==> src/rtl/prbs_pkg.sv <==
// Shared PRBS definitions: word width, default polynomial, FSM state codes and
// the word-advance and popcount helpers used by both link ends.
package prbs_pkg;

    localparam int W            = 48;
    localparam int PRBS_ORD_DEF = 7;
    localparam int PRBS_TAP_DEF = 6;

    localparam logic ST_HUNT = 1'b0;
    localparam logic ST_LOCK = 1'b1;

    // The word following x: bit i of the new word is the XOR of the bits ord and
    // tap positions earlier in time, walking from the oldest bit (W-1) to the newest (0).
    function automatic logic [W-1:0] prbs_next_word(input logic [W-1:0] x,
                                                   input int ord, input int tap);
        logic [2*W-1:0] h;
        h = {x, {W{1'b0}}};
        for (int i = W - 1; i >= 0; i--) begin
            h[i] = h[i+ord] ^ h[i+tap];
        end
        return h[W-1:0];
    endfunction

    function automatic logic [5:0] popcount(input logic [W-1:0] x);
        logic [5:0] n;
        n = '0;
        for (int i = 0; i < W; i++) begin
            n = n + 6'(x[i]);
        end
        return n;
    endfunction

endpackage

==> src/rtl/prbs_next_word.sv <==
// Combinational one-word advance of the PRBS sequence.
module prbs_next_word #(
    parameter int PRBS_ORD = prbs_pkg::PRBS_ORD_DEF,
    parameter int PRBS_TAP = prbs_pkg::PRBS_TAP_DEF
) (
    input  logic [prbs_pkg::W-1:0] cur_i,
    output logic [prbs_pkg::W-1:0] next_o
);

    assign next_o = prbs_pkg::prbs_next_word(cur_i, PRBS_ORD, PRBS_TAP);

endmodule

==> config.mk <==
export PLATFORM = sky130hd
export DESIGN_NAME = prbs_next_word
export DESIGN_NICKNAME = d
export VERILOG_FILES = /design/src/rtl/prbs_pkg.sv /design/src/rtl/prbs_next_word.sv
export SDC_FILE = /design/constraint.sdc
export NUM_CORES = 1
export LEC_CHECK = 0
export ABC_AREA = 0
export CAP_MARGIN = 20
export CORE_UTILIZATION = 27
export DETAILED_ROUTE_END_ITERATION = 16
export PLACE_DENSITY = 0.95
export SYNTH_ARGS = -nofsm -noshare
export SYNTH_HDL_FRONTEND = slang
export SYNTH_SLANG_ARGS = --single-unit
==> constraint.sdc <==
create_clock -name vclk -period 2
set_input_delay 0.5 -clock vclk [all_inputs]
set_output_delay 0.5 -clock vclk [all_outputs]
set_load 0.02 [all_outputs]
==> results of run 1 <==
## metrics by stage
step                      utilization [%]  setup WS, ns
final                                66.4       -0.0625
after CTS                            61.4       -0.0641
after global routing                 66.4        -0.100
after detailed placement             60.7        -0.972
after floorplan                         -       -0.0228
after global placement               60.7        -0.869
## cells in the final DEF, fill, tap and decap left out, drive strengths merged
master,synthesis,layout
buf,7,84
clkbuf,0,1
clkdlybuf4s15,0,4
xnor2,29,29
inv,6,6
dlygate4sd2,0,11
xor2,15,15
xnor3,7,7
## worst paths after layout
check / slack, ns / to / depth (start not counted)
setup / recovery: -0.06 / next_o[4] / 6
hold / removal: 1.43 / next_o[9] / 3
## area by class of cell
cell class	instances	share of cell area, %
inverter	6	1.35
multi-input combinational	51	44.3
tap	30	2.24
timing repair buffer	100	52.1
## kinds of logic after synthesis
kind of cell / count (synthesis)
XOR/XNOR: 51
buffers and inverters: 13
## routing by layer
layer	wire length (microns)	track usage, %	up-vias
met2	1480	35.2	29
met5	0	0	-
met4	0	0	0
li1	-	-	377
met1	780	16.2	355
met3	100	0.282	0
## repair_timing
| item | CTS | global route |
|---|---|---|
| endpoints found under the setup margin | 48 | 22 |
| hold buffers | 0 | 0 |
| setup buffers | 11 | 4 |
| gates cloned | 0 | 0 |
| resized for setup | 224 | 34 |
| pin swaps | 14 | 8 |
## report_power, final
part	internal, mW	leakage [nW]	total [mW]	switching, mW
Sequential	0	0	0	0
Clock	0	0	0	0
Combinational	0.460	0.861	0.917	0.457
==> run_results.csv, run 1 <==
group,metric,value,unit
setup_path,cp.arrival,1.56,ns
timing,tightest_slew,0.228,ns
final_layout,final_net_count,207,
final_layout,n_sequential_cell,0,
setup_path,end_kind,"output pin",
placement,post_dp_cell_area,1530,sq um
global_routing,grt_max_degree,8,
yosys,syn-num-nets,112,
detailed_routing,via_count,761,
setup_path,crit_family,"XOR/XNOR gates",
yosys,synth_top_family_by_area,"XOR/XNOR gates",
timing,slew-limit-headroom,84.9,%
pwr,power,0.917,mW
yosys,avgSynthCellArea,11.5,sq um
detailed_routing,drtIter0Drc,5,
global_routing,antenna_found_initial,0,
floorplanning,start_util,29.1,%
yosys,ys_warn_count,0,
setup_path,crit_top_cell,"buf_6",
floorplanning,die_y,54.1,microns
setup_path,path_cells,"buf_8 -> buf_6 -> xnor2_4 -> buf_6 -> xnor3_1 -> buf_6",
timing,fmax,485,MHz
final_layout,nClkBuffers,0,
placement,place_hpwl,1.82,mm
yosys,ys_types,12,
yosys,synthMuxAreaShare,0,%
floorplanning,dieArea,2930,sq um
final_layout,syn_to_final_growth,128,%
floorplanning,num_rows,18,
final_layout,layout-drive-gt1-share,68.8,%
detailed_routing,drtAntennaViolNets,0,
yosys,synth-compound-area-share,0,%
detailed_routing,avgRoutedWirePerCell,12.6,microns
yosys,netlist.area_leader.share,29.9,%
setup_path,critPathKind,"input port to output pin",
timing,finalSetupViolCount,2,
placement,port_buffers,55,
timing,whs,1.43,ns
final_layout,stdcell_count,187,
pwr,p_leak,0.861,nW
global_routing,grt_first_pass_wirelength,3.37,mm
detailed_routing,viasPerCell,4.07,
yosys,yosys.area_share.simple,0,%
setup_path,cp_max_fo,5,
yosys,yosys.area_share.adder,0,%
timing,grt_setup_unrepaired,"true",
detailed_routing,first_pass_iters,2,
floorplanning,io_pins,96,
detailed_routing,drt_wl_total,2.36,mm
detailed_routing,drcViolationCount,0,
timing,finalCritPeriodShare,103,%
floorplanning,die_w,54.1,microns
setup_path,path_buf_inv,4,
setup_path,slowest_delay,0.38,ns
yosys,synth-seq-area-share,0,%
min_path,hold_path.startpoint,"cur_i[4]",
status,violations,"negative setup slack",
job,drv_cap,0,
yosys,syn_inst,64,
global_routing,grt_pass1_vias,719,
yosys,post-synth-top-area-cell,"xnor2_1",
setup_path,start_kind,"input port",
timing,drv_slew,0,
timing,period_minus_slack,2.06,ns
final_layout,fillers,210,
yosys,synth.cell_area,733,sq um
yosys,yosysMostFrequentCell,"xnor2_1",
yosys,synthTopCellsByCount,"xnor2_1 (25), xor2_1 (11), buf_6 (5), inv_1 (5), xnor3_1 (5)",
pwr,p_per_area,548,nW/um^2
floorplanning,core_area,2520,sq um
pwr,vdd_ir_drop_max,362,uV
global_routing,track_usage,15.6,%
yosys,synthXorXnorAreaFrac,87.2,%
timing,hold_viol_final,0,
yosys,synth_area_leaders,"xnor2_1 (30%), xnor3_1 (15%), xor2_1 (13%)",
final_layout,regArea,0,sq um
setup_path,crit_required,1.50,ns
setup_path,startpoint,"cur_i[5]",
min_path,worstHoldPathType,"input port to output pin",
placement,numPlacedInstances,173,
timing,setup_ws,-0.0625,ns
final_layout,multi_input_area,742,sq um
setup_path,cp_slowest_cell,"xnor3_1",
global_routing,overflow,0,
status,outcome,"complete, but fails checks",
timing,totalNegativeSetupSlack,-0.106,ns
placement,globalplace.congestion,0.615,
final_layout,final_area,1670,sq um
final_layout,diodes,0,
Note: power is estimated with default switching activity, not from simulation.
==> inputs of run 2 (changes only) <==
ABC_CLOCK_PERIOD_IN_PS = 2000   (was default)
CORE_MARGIN = 1.5   (was default)
==> run 2 against run 1 <==
  * The flow now finishes without violations
  * Count of clock-buffer cells in the layout unchanged
  * Global-route usage down 1.0 points
  * Sequential share of layout area unchanged
  * Hold slack lost 0.040 ns
  * Critical endpoint unchanged
  * Largest cell class unchanged
==> run_results.csv, run 2 (synthesis results as in run 1) <==
group,metric,value,unit
status,outcome,"complete, no violations",
detailed_routing,via_count,721,
global_routing,grt_first_pass_wirelength,3.27,mm
final_layout,final_cell_mix,"buf_4 (41), buf_2 (19), xnor2_1 (16), buf_6 (16), dlygate4sd2_1 (13)",
floorplanning,die_w,55.1,microns
pwr,cellInternalPower,0.427,mW
timing,finalCritPeriodShare,98.3,%
global_routing,overflow,0,
final_layout,layout-drive-gt1-share,67.5,%
setup_path,path_buf_inv,3,
detailed_routing,drtAntennaViolNets,0,
floorplanning,die_y,55.1,microns
timing,period_minus_slack,1.97,ns
setup_path,cp.arrival,1.47,ns
setup_path,crit_family,"XOR/XNOR gates",
final_layout,n_sequential_cell,0,
timing,totalNegativeSetupSlack,0,ns
setup_path,path_cells,"buf_8 -> buf_6 -> xnor2_4 -> xnor3_1 -> buf_6",
pwr,p_per_area,559,nW/um^2
pwr,switching_share,51.2,%
floorplanning,num_rows,18,
final_layout,syn_to_final_growth,113,%
setup_path,cp_max_fo,3,
min_path,min_to,"next_o[10]",
min_path,hold_path.startpoint,"cur_i[0]",
floorplanning,io_pins,96,
final_layout,regArea,0,sq um
pwr,switching_power,0.448,mW
job,drv_cap,0,
pwr,clkPwrFrac,0,%
detailed_routing,viasPerCell,3.98,
setup_path,end_kind,"output pin",
floorplanning,core_area,2520,sq um
pwr,vdd_ir_drop_max,356,uV
floorplanning,start_util,29.1,%
setup_path,critPathKind,"input port to output pin",
detailed_routing,drcViolationCount,0,
min_path,timing.hold.worst_path_depth,4,
timing,slew-limit-headroom,85.7,%
final_layout,final_net_count,201,
final_layout,stdcell_count,181,
global_routing,grt_max_degree,7,
global_routing,grt_pass1_vias,718,
detailed_routing,drt_wl_total,2.21,mm
final_layout,nClkBuffers,0,
placement,place_hpwl,1.84,mm
setup_path,slowest_delay,0.43,ns
final_layout,diodes,0,
detailed_routing,avgRoutedWirePerCell,12.2,microns
setup_path,crit_top_cell,"buf_6",
timing,drv_slew,0,
detailed_routing,drtIter0Drc,0,
timing,fmax,508,MHz
placement,port_buffers,55,
pwr,p_seq_share,0,%
pwr,p_leak,0.824,nW
setup_path,start_kind,"input port",
global_routing,antenna_found_initial,0,
setup_path,crit_required,1.50,ns
placement,numPlacedInstances,174,
pwr,combPwrFrac,100.0,%
detailed_routing,first_pass_iters,1,
timing,tightest_slew,0.215,ns
global_routing,track_usage,14.6,%
timing,finalSetupViolCount,0,
timing,grt_setup_unrepaired,"true",
setup_path,cp_slowest_cell,"xnor3_1",
final_layout,layout_commonest_cell,"buf_4",
min_path,worstHoldPathType,"input port to output pin",
clock_network,postCtsHoldBufs,0,
timing,hold_viol_final,0,
floorplanning,dieArea,3040,sq um
placement,globalplace.congestion,0.620,
==> run 2: changes by cell type in the layout (fill, tap and decap cells not counted), moves of 2 or more <==
cell,delta
buf_2,+7
buf_4,-8
buf_8,-3
clkdlybuf4s15_2,-2
dlygate4sd2_1,+2
xnor2_1,-2
xnor2_2,+3
==> run 2: through the flow <==
stage | power (mW) | utilization, % | area [sq um] | worst slack (ns) | hold slack (ns)
final | 0.875 | 62.1 | 1570 | 0.0331 | 1.39
after global routing | 0.930 | 62.1 | 1570 | -0.0272 | 1.41
after CTS | 0.857 | 61.0 | 1540 | -0.0576 | 1.40
after detailed placement | 0.930 | 61.5 | 1550 | -0.924 | 2.21
after global placement | 0.912 | 61.5 | 1550 | -0.881 | 2.21
after floorplan | 0.493 | - | 756 | -0.0228 | 1.15
==> run 2: power by group through the flow <==
stage | Sequential (mW) | Combinational [mW] | Clock (mW)
floorplan | 0 | 0.493 | 0
global placement | 0 | 0.912 | 0
detailed placement | 0 | 0.930 | 0
CTS | 0 | 0.857 | 0
global route | 0 | 0.930 | 0
finish | 0 | 0.875 | 0
==> run 2: worst max-delay path by stage <==
stage / startpoint / end / slack [ns] / cells after the start
after floorplan: cur_i[5] / next_o[13] / -0.02 / 3
after global routing: cur_i[2] / next_o[7] / -0.03 / 4
final: cur_i[0] / next_o[4] / 0.03 / 5
after detailed placement: cur_i[0] / next_o[28] / -0.92 / 6
after CTS: cur_i[0] / next_o[4] / -0.06 / 6
after global placement: cur_i[5] / next_o[29] / -0.88 / 4
==> run 2: timing repair <==
action                     CTS  global route
gates cloned                 0             0
setup endpoints to repair   48            18
pin swaps                   11             6
buffers inserted             9             1
gates resized for setup    221            22
==> run 2: area by class of cell <==
cell class / count / area, sq um
Tap cell: 30 / 37.5
Inverter: 6 / 22.5
Multi-Input combinational cell: 51 / 738
Timing Repair Buffer: 94 / 767
Fill cell: 229 / 957
==> run 2: layer usage <==
metal | GRT usage (%) | routed length [microns] | vias to the layer above
met4 | 0 | 0 | 0
met2 | 31.5 | 1360 | 29
met1 | 15.9 | 704 | 329
li1 | - | - | 363
met5 | 0 | 0 | -
met3 | 1.08 | 148 | 0
==> inputs of run 3 (changes only) <==
CORE_MARGIN = 2   (was 1.5)
==> run 3 against run 2 <==
  * Utilization increased by 4.0 points
  * Critical path type unchanged
  * Worst setup slack worse by 0.088 ns
  * Die area is 3.7% higher
  * Global-route usage is 0.72 points higher
  * Hold slack improved by 0.10 ns
  * Via count up 0.83%
  * First-iteration DRC count rose by 5
  * Routed wire length rose by 9.5%
  * The run now ends with negative setup slack left
  * Count of clock-buffer cells in the layout unchanged
  * Sequential share of layout area unchanged
  * Total power grew 3.9%
  * Cell count is 2.8% higher
  * Critical endpoint unchanged
==> run_results.csv, run 3 (synthesis results as in run 1) <==
group,metric,value,unit
pwr,p_leak,0.860,nW
setup_path,cp-endpoint,"next_o[4]",
floorplanning,start_util,29.1,%
floorplanning,die_y,56.1,microns
job,drv_cap,0,
pwr,cellInternalPower,0.450,mW
setup_path,end_kind,"output pin",
detailed_routing,viasPerCell,3.91,
detailed_routing,drcViolationCount,0,
setup_path,cp.arrival,1.55,ns
setup_path,crit_required,1.50,ns
setup_path,start_kind,"input port",
placement,dp_slack,-0.979,ns
final_layout,layout_commonest_cell,"buf_4",
global_routing,grt_first_pass_wirelength,3.87,mm
final_layout,final_core_util,66.1,%
pwr,clkPwrFrac,0,%
timing,setup_ws,-0.0549,ns
pwr,p_seq_share,0,%
detailed_routing,first_pass_iters,2,
timing,tightest_slew,0.234,ns
setup_path,critPathKind,"input port to output pin",
final_layout,final_net_count,206,
final_layout,final_cell_mix,"buf_4 (41), buf_6 (20), xnor2_1 (17)",
setup_path,cp_max_fo,2,
placement,place_hpwl,1.97,mm
setup_path,startpoint,"cur_i[1]",
detailed_routing,drt_wl_total,2.42,mm
final_layout,syn_to_final_growth,127,%
timing,finalCritPeriodShare,103,%
final_layout,layout-drive-gt1-share,67.3,%
global_routing,antenna_found_initial,0,
final_layout,n_sequential_cell,0,
pwr,combPwrFrac,100.0,%
global_routing,overflow,0,
pwr,switching_share,50.5,%
timing,slew-limit-headroom,84.5,%
floorplanning,core_area,2520,sq um
floorplanning,io_pins,96,
floorplanning,die_w,56.1,microns
pwr,vdd_ir_drop_max,372,uV
min_path,worstHoldPathType,"input port to output pin",
placement,port_buffers,55,
timing,hold_viol_final,0,
status,violations,"negative setup slack",
detailed_routing,drtAntennaViolNets,0,
timing,drv_slew,0,
final_layout,final_area,1670,sq um
final_layout,diodes,0,
timing,grt_setup_unrepaired,"true",
pwr,p_per_area,545,nW/um^2
global_routing,track_usage,15.3,%
placement,post_dp_cell_area,1530,sq um
pwr,switching_power,0.459,mW
timing,fmax,487,MHz
placement,globalplace.congestion,0.756,
detailed_routing,drtIter0Drc,5,
timing,finalSetupViolCount,4,
global_routing,grt_max_degree,8,
timing,period_minus_slack,2.05,ns
status,outcome,"complete, but fails checks",
detailed_routing,via_count,727,
floorplanning,num_rows,18,
global_routing,grt_pass1_vias,774,
final_layout,nClkBuffers,0,
floorplanning,dieArea,3150,sq um
final_layout,fillers,204,
final_layout,regArea,0,sq um
detailed_routing,avgRoutedWirePerCell,13.0,microns
[run 3: cell count changes in the layout (fill, tap and decap cells not counted), sizes merged]
cell           change
clkbuf             +1
clkdlybuf4s15      +2
buf                +2
[run 3: cell type report]
type | instances | area (sq um) | share of cell area [%]
Tap cell | 30 | 37.5 | 2.25
Inverter | 6 | 22.5 | 1.35
Multi-Input combinational cell | 51 | 753 | 45.2
Timing Repair Buffer | 99 | 853 | 51.2
[run 3: worst min-delay path by stage]
stage / startpoint / endpoint / cells after the start
2_1_floorplan: cur_i[4] / next_o[45] / 1
5_1_grt: cur_i[0] / next_o[20] / 5
6_report: cur_i[0] / next_o[10] / 5
3_5_place_dp: cur_i[1] / next_o[31] / 4
4_1_cts: cur_i[1] / next_o[31] / 5
3_3_place_gp: cur_i[1] / next_o[31] / 4
[run 3: power groups by stage]
stage	logic [mW]	registers [mW]	clock network, mW
2_1_floorplan	0.493	0	0
3_3_place_gp	0.906	0	0
3_5_place_dp	0.929	0	0
4_1_cts	0.897	0	0
5_1_grt	0.956	0	0
6_report	0.909	0	0
[run 3: layer usage]
metal  vias to the layer above  wire [microns]  part of all wire [%]  GRT usage (%)
met4                         0               0                     0              0
li1                        375               -                     -              -
met1                       325             829                    34           16.4
met5                         -               0                     0              0
met3                         0              98                   4.0          0.698
met2                        27            1490                    62           33.6
[run 3: critical path, stage by stage]
cell,delay (ns)
buf_6,0.10
buf_6,0.12
xnor2_4,0.19
buf_6,0.12
xnor3_1,0.38
buf_6,0.14
[run 3: per-stage QoR]
step           hold WS [ns]  setup TNS, ns  power, mW  cells
6_report               1.50        -0.0961      0.909    186
5_1_grt                1.52         -0.319      0.956    186
4_1_cts                1.49         -0.221      0.897    187
3_5_place_dp           2.22         -35.62      0.929    173
3_3_place_gp           2.21         -34.40      0.906    173
2_1_floorplan          1.15        -0.0614      0.493     64
[run 3: what timing repair did]
item / 4_1_cts / 5_1_grt
hold buffers: 0 / 0
gates resized for setup: 229 / 18
pin swaps: 15 / 10
endpoints found under the setup margin: 48 / 21
setup buffers: 14 / 0
hold endpoints to repair: 0 / 0
gates cloned: 0 / 0
